`src/rtl/fetch_ctrl_pkg.sv`:
```
// Shared types and constants for the P5 fetch sequencer.
package fetch_ctrl_pkg;

    typedef enum logic {
        FC_RUN   = 1'b0,
        FC_REDIR = 1'b1
    } fc_state_t;

    // One entry per control rule, in priority order.
    typedef enum logic [2:0] {
        R_RST,
        R_EXC,
        R_HOLD,
        R_WAIT,
        R_GO
    } fc_rule_t;

    localparam logic [31:0] IFID_NOP = 32'h0000_0000;

    function automatic fc_rule_t fc_rule(
        input logic rst,
        input logic exc,
        input logic hz,
        input logic rdy
    );
        if (rst)
            return R_RST;
        else if (exc)
            return R_EXC;
        else if (hz)
            return R_HOLD;
        else if (!rdy)
            return R_WAIT;
        else
            return R_GO;
    endfunction

endpackage

```
`src/rtl/fetch_watchdog.sv`:
```
// Saturating count of consecutive fetch wait cycles with a sticky
// timeout flag.
module fetch_watchdog #(
    parameter int MAX_WAIT = 15,
    localparam int W = $clog2(MAX_WAIT + 1)
) (
    input  logic clk,
    input  logic Reset,
    input  logic inc,
    input  logic clr,
    input  logic hold,
    output logic timeout
);

    logic [W-1:0] cnt;
    logic [W-1:0] cnt_nxt;

    assign cnt_nxt = (cnt == W'(MAX_WAIT)) ? cnt : cnt + W'(1);

    always_ff @(posedge clk) begin
        if (Reset) begin
            cnt     <= '0;
            timeout <= 1'b0;
        end else if (clr) begin
            cnt <= '0;
        end else if (inc && !hold) begin
            cnt <= cnt_nxt;
            if (cnt_nxt == W'(MAX_WAIT))
                timeout <= 1'b1;
        end
    end

endmodule

```
`src/rtl/fetch_ctrl.sv`:
```
// P5 fetch sequencer: redirects, IF/ID bubble control and a latched
// branch target for redirects that arrive while fetch is waiting.
module fetch_ctrl
    import fetch_ctrl_pkg::*;
#(
    parameter int MAX_WAIT = 15
) (
    input  logic        clk,
    input  logic        Reset,
    input  logic        hz_stall,
    input  logic        br_valid,
    input  logic [31:0] br_target,
    input  logic        exc_valid,
    input  logic [31:0] exc_target,
    input  logic        imem_ready,
    output logic        stall_pc,
    output logic        if_jump,
    output logic [31:0] next_pc,
    output logic        ifid_en,
    output logic        ifid_flush,
    output logic        redirect_pending,
    output logic        fetch_timeout,
    output logic        protocol_err
);

    fc_state_t   state;
    logic [31:0] pend_target;
    fc_rule_t    rule;
    logic        redir;

    assign rule  = fc_rule(Reset, exc_valid, hz_stall, imem_ready);
    assign redir = (state == FC_REDIR);
    assign redirect_pending = redir;

    always_comb begin
        stall_pc   = 1'b0;
        if_jump    = 1'b0;
        next_pc    = 32'h0;
        ifid_en    = 1'b1;
        ifid_flush = 1'b1;
        unique case (rule)
            R_RST: ;
            R_EXC: begin
                if_jump = 1'b1;
                next_pc = exc_target;
            end
            R_HOLD: begin
                stall_pc   = 1'b1;
                ifid_en    = 1'b0;
                ifid_flush = 1'b0;
            end
            R_WAIT: stall_pc = 1'b1;
            R_GO: begin
                ifid_flush = 1'b0;
                if (redir) begin
                    if_jump = 1'b1;
                    next_pc = pend_target;
                end else if (br_valid) begin
                    if_jump = 1'b1;
                    next_pc = br_target;
                end
            end
            default: ;
        endcase
    end

    always_ff @(posedge clk) begin
        if (Reset) begin
            state        <= FC_RUN;
            pend_target  <= 32'h0;
            protocol_err <= 1'b0;
        end else begin
            case (rule)
                R_EXC: begin
                    state       <= FC_RUN;
                    pend_target <= 32'h0;
                end
                R_WAIT: begin
                    if (!redir && br_valid) begin
                        state       <= FC_REDIR;
                        pend_target <= br_target;
                    end
                end
                R_GO: begin
                    if (redir)
                        state <= FC_RUN;
                end
                default: ;
            endcase
            // A second branch cannot be queued behind a pending one.
            if ((rule == R_WAIT || rule == R_GO) && redir && br_valid)
                protocol_err <= 1'b1;
        end
    end

    fetch_watchdog #(
        .MAX_WAIT(MAX_WAIT)
    ) u_wdog (
        .clk    (clk),
        .Reset  (Reset),
        .inc    (rule == R_WAIT),
        .clr    (rule == R_EXC || rule == R_GO),
        .hold   (rule == R_HOLD),
        .timeout(fetch_timeout)
    );

endmodule
```
`config.mk`:
```
export PLATFORM = sky130hd
export DESIGN_NAME = fetch_ctrl
export DESIGN_NICKNAME = d
export VERILOG_FILES = /design/src/rtl/fetch_ctrl_pkg.sv /design/src/rtl/fetch_watchdog.sv /design/src/rtl/fetch_ctrl.sv
export SDC_FILE = /design/constraint.sdc
export NUM_CORES = 1
export LEC_CHECK = 0
export CORE_MARGIN = 5
export CORE_UTILIZATION = 30
export DETAILED_ROUTE_END_ITERATION = 12
export DONT_BUFFER_PORTS = 1
export SYNTH_ARGS = -nofsm -noshare
export SYNTH_HDL_FRONTEND = slang
export SYNTH_SLANG_ARGS = --single-unit
```
`constraint.sdc`:
```
create_clock -name clk -period 1.99 [get_ports clk]
set_clock_uncertainty 0.1 [all_clocks]
set_input_delay 0.398 -clock clk [delete_from_list [all_inputs] [get_ports clk]]
set_output_delay 0.398 -clock clk [all_outputs]
set_load 0.01 [all_outputs]
```
# After elaboration in Yosys (flattened, before gate mapping)
# Index checks and enable logic that the tools add are counted.
# classes
addsub	1
eq_ne	7
bitwise	1
reduce_logical	17
n_mux	18
# op_table
cell	n
$pmux W32 S2	2
$mux W32	3
$mux W3	4
$eq A4 B4 Y1 const B	2
$reduce_or A2 Y1	4
$eq A3 B2 Y1 const B	2
$mux W1	6
$add A4 B1 Y4 const B	1
$logic_and A1 B1 Y1	4
$mux W4	1
$pmux W1 S2	2
$reduce_and A2 Y1	2
$reduce_bool A2 Y1	2
$eq A3 B1 Y1 const B	1
$eq A3 B3 Y1 const B	1
$reduce_and A3 Y1	1
$logic_not A1 Y1	2
$logic_or A1 B1 Y1	2
$ne A2 B2 Y1 const B	1
$not A1 Y1	1
# word_totals
register_bits	39
output_inout_bits	39
in_bits	70
word_cells	49

# Longest topological paths before layout
# Gate-level depths: netlist (run 1).
# logic_depth
depth_word	8
ltp_mapped	7

# Cells and area by module
# Synthesis (run 1) repeated with hierarchy kept, for this count alone.
# hier_totals
hier_cells	302
area_unflattened_um2	2118.3
# by_module_without_submodules
module	seq_area_each_um2	area_per_inst_um2	cells_per_inst	n_inst
fetch_ctrl	680.7	1860.5	274	1
fetch_watchdog	100.1	257.7	28	1

# Least setup slack after synthesis (run 1)
# Ideal clock, no wire load.
# synth_path
path_kind	input-to-output
from	in Reset
to	out next_pc[0]
stages	4
slack_ns	0.335
arrival_time_ns	1.157
path_cell_list	nor2_2 nand2_1 clkbuf_1 o21ai_1
# synth_via
elab_chain_cells	3
word_cells_on_any_way	4
# synth_rtl
item	line	source
start: declaration	fetch_ctrl.sv:9	input logic Reset,
$mux W3 *	fetch_ctrl_pkg.sv:26	if (rst)
$eq A3 B3 Y1 / $eq A3 B1 Y1 (equally long branches)	fetch_ctrl.sv:41	unique case (rule)
$pmux W32 S2 *	fetch_ctrl.sv:41	
end: declaration	fetch_ctrl.sv:18	output logic [31:0] next_pc,
# Mark *: on every way between the ends. The rest lies on a longest branch, timed or not.

# Worst setup path in the final report (run 1)
# layout_path
from	reg state (netlist: redirect_pending)
to	out next_pc[30]
# layout_via
elab_chain_cells	2
# layout_rtl
item	line	source
start: declaration	fetch_ctrl.sv:26	fc_state_t state;
start signal: assignment	fetch_ctrl.sv:69	state <= FC_RUN;
start signal: assignment	fetch_ctrl.sv:75	state <= FC_RUN;
start signal: assignment	fetch_ctrl.sv:80	state <= FC_REDIR;
$mux W32	fetch_ctrl.sv:55	if (redir) begin
$pmux W32 S2	fetch_ctrl.sv:41	
# No other way between the ends.

==> results.md, run 1 <==
- F_max: around 0.53 GHz
- Area of placed instances: between 2000 and 2500 sq um
- Crit Path Max Fanout: 33
- CP peak stage delay: 0.37 ns
- Total congestion overflow: 0
- Delay-heaviest family, CP: flip-flops
- Commonest non-fill, non-tap cell in the layout: dfxtp_1
- TritonCTS clock tree: yes
- Final HPWL DP: ~4 mm
- Root Buffer: clkbuf_8
- Vias in the first global route: 1726
- RSZ-0062 raised after global routing: no
- Residual DRC count: 0
- Hold Vio Cnt, Final: 0
- CP arrival: roughly 1.4 ns
- DIE AREA: between 8000 and 9000 sq um
- Peak supply drop: roughly 220 uV
- CTS buffer count: 5
- Max Cap Violations: 0
- Tot GR Track Use: ~12%
- Final Max Slew Viols: 0
- First-pass iteration count of the detailed router: 4
- Final nets: 311
- Sequential-to-total area share from yosys stat: between 30% and 40%
- PwrDens: 674 nW/um^2
- CP Class: flop to primary output
- Critical path required time: 1.49 ns
- Share of layout cells above drive strength 1: around an eighth
- Number of nets with antenna violations after routing: 0
- Initial Util: a little under a third
- Min cycle time layout: approximately 1.9 ns
- Syn Area/Cell: between 8 and 9 sq um
- IO Count: 109
- Synthesis-to-finish area growth: 8.49%
- Multi-input logic area: 1140 sq um
- # diodes: 0
- Initial antenna violation count: 0
- Slowest-stage cell, CP: dfxtp_1
- Design area: approximately 2200 sq um
- Yosys warns: 0
- Mapped cell area: roughly 2100 sq um
- First-pass GRT wire length: 8.45 mm
- H-Tree Depth: 2
- Status: completed
- Finished Layout Cells: 320
- Crit path cell chain: nor2b_2 > buf_12 > a22oi_1 > o21ai_1
- Global placer's final weighted congestion: roughly 0.74
- Buffers on Ports: 0
- CORE AREA: ~6800 sq um
- Initial DRC count: 42
- Final period util: a little over nine tenths
- CTS sink cnt: 39
- Clock Path Buffers: 2
- Clock-pin slew on the worst setup and hold paths: around 0.08 ns
- Syn_nets: 316
- Post-DR wirelength/cell: around 18 um
- Gate Count Post-Synth: 245
- WP buf/inv: 1
- Post-DR vias/cell: 5.83
- Via count: approximately 1.9k
- Die Height: between 90 and 100 um
- Total Wirelength: ~5.6 mm
- Die W: 92.9 um
- Slew margin rel.: roughly 76%
- Pin count of the biggest net entering global routing: 34
- Final setup fails: 0
- Hold buffers post-CTS: 0
- Clk Latency, worst-skew pair: 0.28 ns
- Worst-margin pin slew: ~0.35 ns
- Lkg Pwr: just over 0.8 nW
- Std cell rows: 30
- Hold WS: roughly 0.078 ns
- Total negative slack: 0 ns
- Hold Crit Class: input pin to flop
- Commonest cells after routing, fill and taps aside: dfxtp_1 (39), nand2_1 (36), a22o_1 (32), a22oi_1 (31), o21ai_1 (28)
- CP startpoint kind: flop
- Crit end category: primary output
- Fill cells: 730
- Netlist cell types: 36
- Flops & latches, synth: 39
- FF/Latch Area: 781 sq um
- Placed cells: about 310
-- worst paths after layout --
kind / start / slack [ns] / cells past startpoint / end
worst max-delay path: redirect_pending$_SDFFE_PP0P_ / 0.1 / 4 / next_pc[30]
worst min-delay path: Reset / 0.08 / 1 / protocol_err$_SDFFE_PP0P_
worst max register to register: redirect_pending$_SDFFE_PP0P_ / 0.47 / 5 / pend_target[7]$_SDFFE_PP0P_
worst min register to register: pend_target[29]$_SDFFE_PP0P_ / 0.39 / 1 / pend_target[29]$_SDFFE_PP0P_
-- per-layer routing --
metal,global-route usage [%],vias up,wire length (um)
li1,-,910,-
met5,0,-,0
met4,3.66,0,45
met2,21.2,54,2830
met3,3.90,5,370
met1,14.3,897,2360
-- cells in the mapped netlist --
master     instances  share of area (%)
o21ai_1           34                8.2
o211ai_1           2               0.73
nand4b_1           2               0.85
and4b_1            1               0.49
nor2b_2            1               0.42
and3b_1            1               0.42
or2_1              1               0.30
and4_1             1               0.42
clkbuf_1          10                1.8
buf_2             10                2.4
a21oi_1            3               0.73
o221ai_1           1               0.42
buf_6              6                3.3
a21oi_2            1               0.42
a2bb2oi_1          1               0.42
o31a_1             1               0.42
a22oi_1           31                 11
and3_1             1               0.30
nor2b_1            4                1.2
nor4_1             1               0.30
dfxtp_1           39                 38
ha_1               1               0.61
inv_1              4               0.73
nand2b_1           1               0.30
o21ai_0            2               0.49
o221a_1            1               0.55
a22o_1            32                 14
nand2_1           36                6.5
nand3_1            3               0.73
o21a_1             2               0.73
nor2_1             5               0.91
nand4_1            1               0.30
nor2_2             1               0.30
a31oi_1            2               0.61
o221a_2            1               0.55
o22ai_1            1               0.30
-- logic make-up (layout without fill, tap and decap cells) --
group	count (synthesis)	in the layout	synth area share, %
AO/OA/AOI/OAI	115	115	39.5
buffers and inverters	30	25	8.25
adder cells (fa/ha/maj)	1	1	0.606
AND/OR/NAND/NOR	60	60	13.8
flip-flops	39	39	37.8
-- state kept, by name (all words and copies together), names as in the netlist --
register / count
pend_target: 32
u_wdog.cnt: 4
protocol_err: 1
u_wdog.timeout: 1
redirect_pending: 1
-- through the flow --
stage,util (%),power [mW],worst slack [ns]
2_1_floorplan,-,0.956,0.335
5_1_grt,33.1,1.59,0.00204
3_5_place_dp,31.5,0.991,0.353
6_report,33.1,1.51,0.0968
3_3_place_gp,31.5,0.990,0.373
4_1_cts,32.8,1.54,0.0674
-- report_power, final --
group,internal (mW),switching (mW)
combinational,0.0649,0.112
sequential,0.790,0.00704
clock,0.272,0.263
total,1.13,0.382
-- repair_timing --
| action | CTS | global route |
|---|---|---|
| resized for setup | 0 | 6 |
| endpoints found under the setup margin | 0 | 6 |
| setup buffers | 0 | 0 |
-- cell type report --
type / count / area share [%]
sequential: 39 / 34.9
clock inverter: 1 / 0.224
multi-input combinational: 176 / 50.8
inverter: 4 / 0.671
clock buffer: 6 / 3.69
tap: 80 / 4.47
timing repair buffer: 14 / 5.25
(Power assumes the default switching activity.)
==> run 2: changes to the inputs <==
--- a/config.mk
+++ b/config.mk
@@ -5,6 +5,8 @@
 export SDC_FILE = /design/constraint.sdc
 export NUM_CORES = 1
 export LEC_CHECK = 0
+export ABC_AREA = 1
+export CAP_MARGIN = 20
 export CORE_MARGIN = 5
 export CORE_UTILIZATION = 30
 export DETAILED_ROUTE_END_ITERATION = 12
==> results.md, run 2 <==
- Buffers on Ports: 0 (unchanged)
- Netlist cell types: 32 (was 36)
- Clk Latency, worst-skew pair: 0.28 ns (about the same)
- Initial antenna violation count: 0 (unchanged)
- PwrDens: 589 nW/um^2 (was 674 nW/um^2)
- Max reg flops: 32 (unchanged)
- DIE AREA: 10300 sq um (was 8640 sq um)
- Std cell rows: 33 (was 30)
- H-Tree Depth: 2 (unchanged)
- Cell depth of the worst flop-to-flop path: 7 (was 5)
- Max Cap Violations: 0 (unchanged)
- Syn Area/Cell: 7.21 sq um (was 8.42 sq um)
- PnR Total Power: 1.68 mW (was 1.51 mW)
- Die Height: 102 um (was 92.9 um)
- Die W: 102 um (was 92.9 um)
- Area of placed instances: 2760 sq um (was 2130 sq um)
- RSZ-0062 raised after global routing: yes (was no)
- First-pass GRT wire length: 10.7 mm (was 8.45 mm)
- CTS sink cnt: 39 (unchanged)
- Mapped cell area: 2520 sq um (was 2060 sq um)
- Hold Vio Cnt, Final: 0 (unchanged)
- Placed cells: 467 (was 313)
- Commonest cells after routing, fill and taps aside: nand2_1 (80), o21ai_0 (46), nor2_1 (39), dfxtp_1 (38), buf_4 (35) (was dfxtp_1 (39), nand2_1 (36), a22o_1 (32), a22oi_1 (31), o21ai_1 (28))
- Post-DR wirelength/cell: 14.0 um (was 17.5 um)
- Reg2reg end: pend_target[21]$_SDFFE_PP0P_ (was pend_target[7]$_SDFFE_PP0P_)
- Most common cell in the netlist: nand2_1 (was dfxtp_1)
- Total Wirelength: 6.64 mm (was 5.60 mm)
- Min setup slack post-route: 0.102 ns (was 0.0968 ns)
- Number of nets with antenna violations after routing: 0 (unchanged)
- Hold path startpoint: Reset (unchanged)
- Critical path required time: 1.49 ns (about the same)
- Pin count of the biggest net entering global routing: 38 (was 34)
- Post-DR vias/cell: 4.87 (was 5.83)
- Largest regs: pend_target (32), u_wdog.cnt (4) (unchanged)
- Worst-margin pin slew: 0.454 ns (was 0.354 ns)
- Finished Layout Cells: 474 (was 320)
- Hold-critical path endpoint: u_wdog.timeout$_SDFFE_PP0P_ (was protocol_err$_SDFFE_PP0P_)
- CP arrival: 1.39 ns (was 1.40 ns)
- Clock Path Buffers: 2 (unchanged)
- Peak supply drop: 271 uV (was 221 uV)
- Crit end category: primary output (unchanged)
- Min cycle time layout: 1.89 ns (about the same)
- Sequential-to-total area share from yosys stat: 30.9% (was 37.8%)
- Gate Count Post-Synth: 350 (was 245)
- Syn_nets: 421 (was 316)
- Synth cell count leaders: nand2_1 (80), o21ai_0 (49), dfxtp_1 (39), nor2_1 (39), a21boi_0 (33) (was dfxtp_1 (39), nand2_1 (36), o21ai_1 (34))
- Lkg Pwr: 1.11 nW (was 0.806 nW)
- Yosys warns: 0 (unchanged)
- Final nets: 440 (was 311)
- Residual DRC count: 0 (unchanged)
- First-pass iteration count of the detailed router: 4 (unchanged)
- Total congestion overflow: 0 (unchanged)
- EDFF count, synth: 0 (unchanged)
- Synth async-reset ratio: 0% (unchanged)
- Design area: 2850 sq um (was 2240 sq um)
- CORE AREA: 8220 sq um (was 6760 sq um)
- Final HPWL DP: 4.88 mm (was 4.03 mm)
- Hold Crit Class: input pin to flop (unchanged)
- Final Max Slew Viols: 0 (unchanged)
- Via count: 2308 (was 1866)
- Tot GR Track Use: 12.7% (was 12.2%)
- Clock-pin slew on the worst setup and hold paths: 0.08 ns (about the same)
- Crit Path Max Fanout: 22 (was 33)
- Pre-CTS setup slack: 0.199 ns (was 0.353 ns)
- # diodes: 0 (unchanged)
- Initial DRC count: 64 (was 42)
- IO Count: 109 (unchanged)
- Vias in the first global route: 2238 (was 1726)
- R2R setup slack: 0.38 ns (was 0.47 ns)
- Root Buffer: clkbuf_8 (unchanged)
- Synthesis-to-finish area growth: 13.0% (was 8.49%)
- CP startpoint kind: flop (unchanged)
- Flops & latches, synth: 39 (unchanged)
- Share of layout cells above drive strength 1: 23.3% (was 13.3%)
- Reg2reg start: redirect_pending$_SDFFE_PP0P_ (unchanged)
- Fill cells: 881 (was 730)
- Final period util: 94.9% (was 95.1%)
- Post-synth top flop: dfxtp_1 (unchanged)
- Largest register by flop count: pend_target (unchanged)
- Yosys top cell by area: dfxtp_1 (unchanged)
- Commonest non-fill, non-tap cell in the layout: nand2_1 (was dfxtp_1)
- Global placer's final weighted congestion: 0.761 (was 0.739)
- Worst Hold Depth: 1 (unchanged)
- F_max: 0.530 GHz (was 0.528 GHz)
- Status: completed (unchanged)
- Final Core Density: 34.7% (was 33.1%)
- Top cell type's share of synthesized area: 30.9% (was 37.8%)
- CP Class: flop to primary output (unchanged)
- Initial Util: 30.7% (was 30.5%)
- Final setup fails: 0 (unchanged)
- CTS buffer count: 5 (unchanged)
- Slew margin rel.: 69.6% (was 76.2%)
- Top cells by area, synth: dfxtp_1 (31%), nand2_1 (12%), a21oi_2 (10%) (was dfxtp_1 (38%), a22o_1 (14%), a22oi_1 (11%))
- TritonCTS clock tree: yes (unchanged)
[run 2: changes by cell type after synthesis, moves of 3 or more]
cell / before / now
o21ai_1: 34 / 19
nor2b_1: 4 / 0
o21ai_0: 2 / 49
a22o_1: 32 / 0
a22oi_1: 31 / 0
clkbuf_1: 10 / 4
a21boi_0: 0 / 33
clkbuf_2: 0 / 3
buf_8: 0 / 4
a21oi_2: 1 / 30
nor2_1: 5 / 39
nand2_1: 36 / 80
inv_1: 4 / 11
[run 2: cell type report]
class                      instances  area (sq um)  area share [%]
multi-input combinational        271          1480            51.8
sequential                        39           782            27.4
timing repair buffer              38           314            11.0
tap                              105           131            4.61
clock buffer                       6          82.6            2.89
inverter                          14          60.1            2.11
clock inverter                     1          5.00           0.175
[run 2: power breakdown]
part / leakage [nW] / internal (mW) / switching, mW
clock: 0.0470 / 0.272 / 0.267
combinational: 0.743 / 0.117 / 0.176
sequential: 0.320 / 0.824 / 0.0228
total: 1.11 / 1.21 / 0.466
[run 2: timing repair]
action / in CTS / in global routing
resized for setup: 0 / 6
buffers inserted: 0 / 0
hold buffers: 0 / 0
setup endpoints to repair: 0 / 25
[run 2: worst max-delay path, stage by stage (launching register included)]
cell	delay (ns)
dfxtp_2	0.35
nor2_4	0.17
buf_12	0.18
a21boi_0	0.09
o21ai_0	0.16
buf_4	0.15
[run 2: routing by layer]
layer,up-vias,GRT usage [%],wire (um)
met5,-,0,0
met4,0,3.78,49
met3,2,3.17,475
met2,62,21.9,3260
met1,1039,15.7,2860
li1,1205,-,-
[run 2: worst max-delay path by stage]
stage	startpoint	endpoint	slack (ns)	cells after the start
6_report	redirect_pending$_SDFFE_PP0P_	next_pc[30]	0.10	5
3_5_place_dp	Reset	next_pc[25]	0.20	7
5_1_grt	redirect_pending$_SDFFE_PP0P_	next_pc[22]	-0.004	5
2_1_floorplan	redirect_pending$_SDFFE_PP0P_	next_pc[0]	0.24	5
3_3_place_gp	Reset	next_pc[11]	0.22	7
4_1_cts	redirect_pending$_SDFFE_PP0P_	next_pc[30]	0.004	5
[run 2: logic make-up (layout without fill, tap and decap cells)]
family / after synthesis / after routing / share of synthesized area, %
AND/OR/NAND/NOR: 131 / 131 / 22.4
flip-flops: 39 / 39 / 30.9
buffers and inverters: 40 / 59 / 10.5
adder cells (fa/ha/maj): 1 / 1 / 0.496
AO/OA/AOI/OAI: 138 / 138 / 35.4
XOR/XNOR: 1 / 1 / 0.347
[run 2: per-stage QoR]
| step | hold slack, ns | TNS (ns) |
|---|---|---|
| 5_1_grt | 0.0585 | -0.00418 |
| 4_1_cts | 0.0581 | 0 |
| 6_report | 0.0712 | 0 |
| 3_3_place_gp | 0.369 | 0 |
| 2_1_floorplan | 0.367 | 0 |
| 3_5_place_dp | 0.373 | 0 |
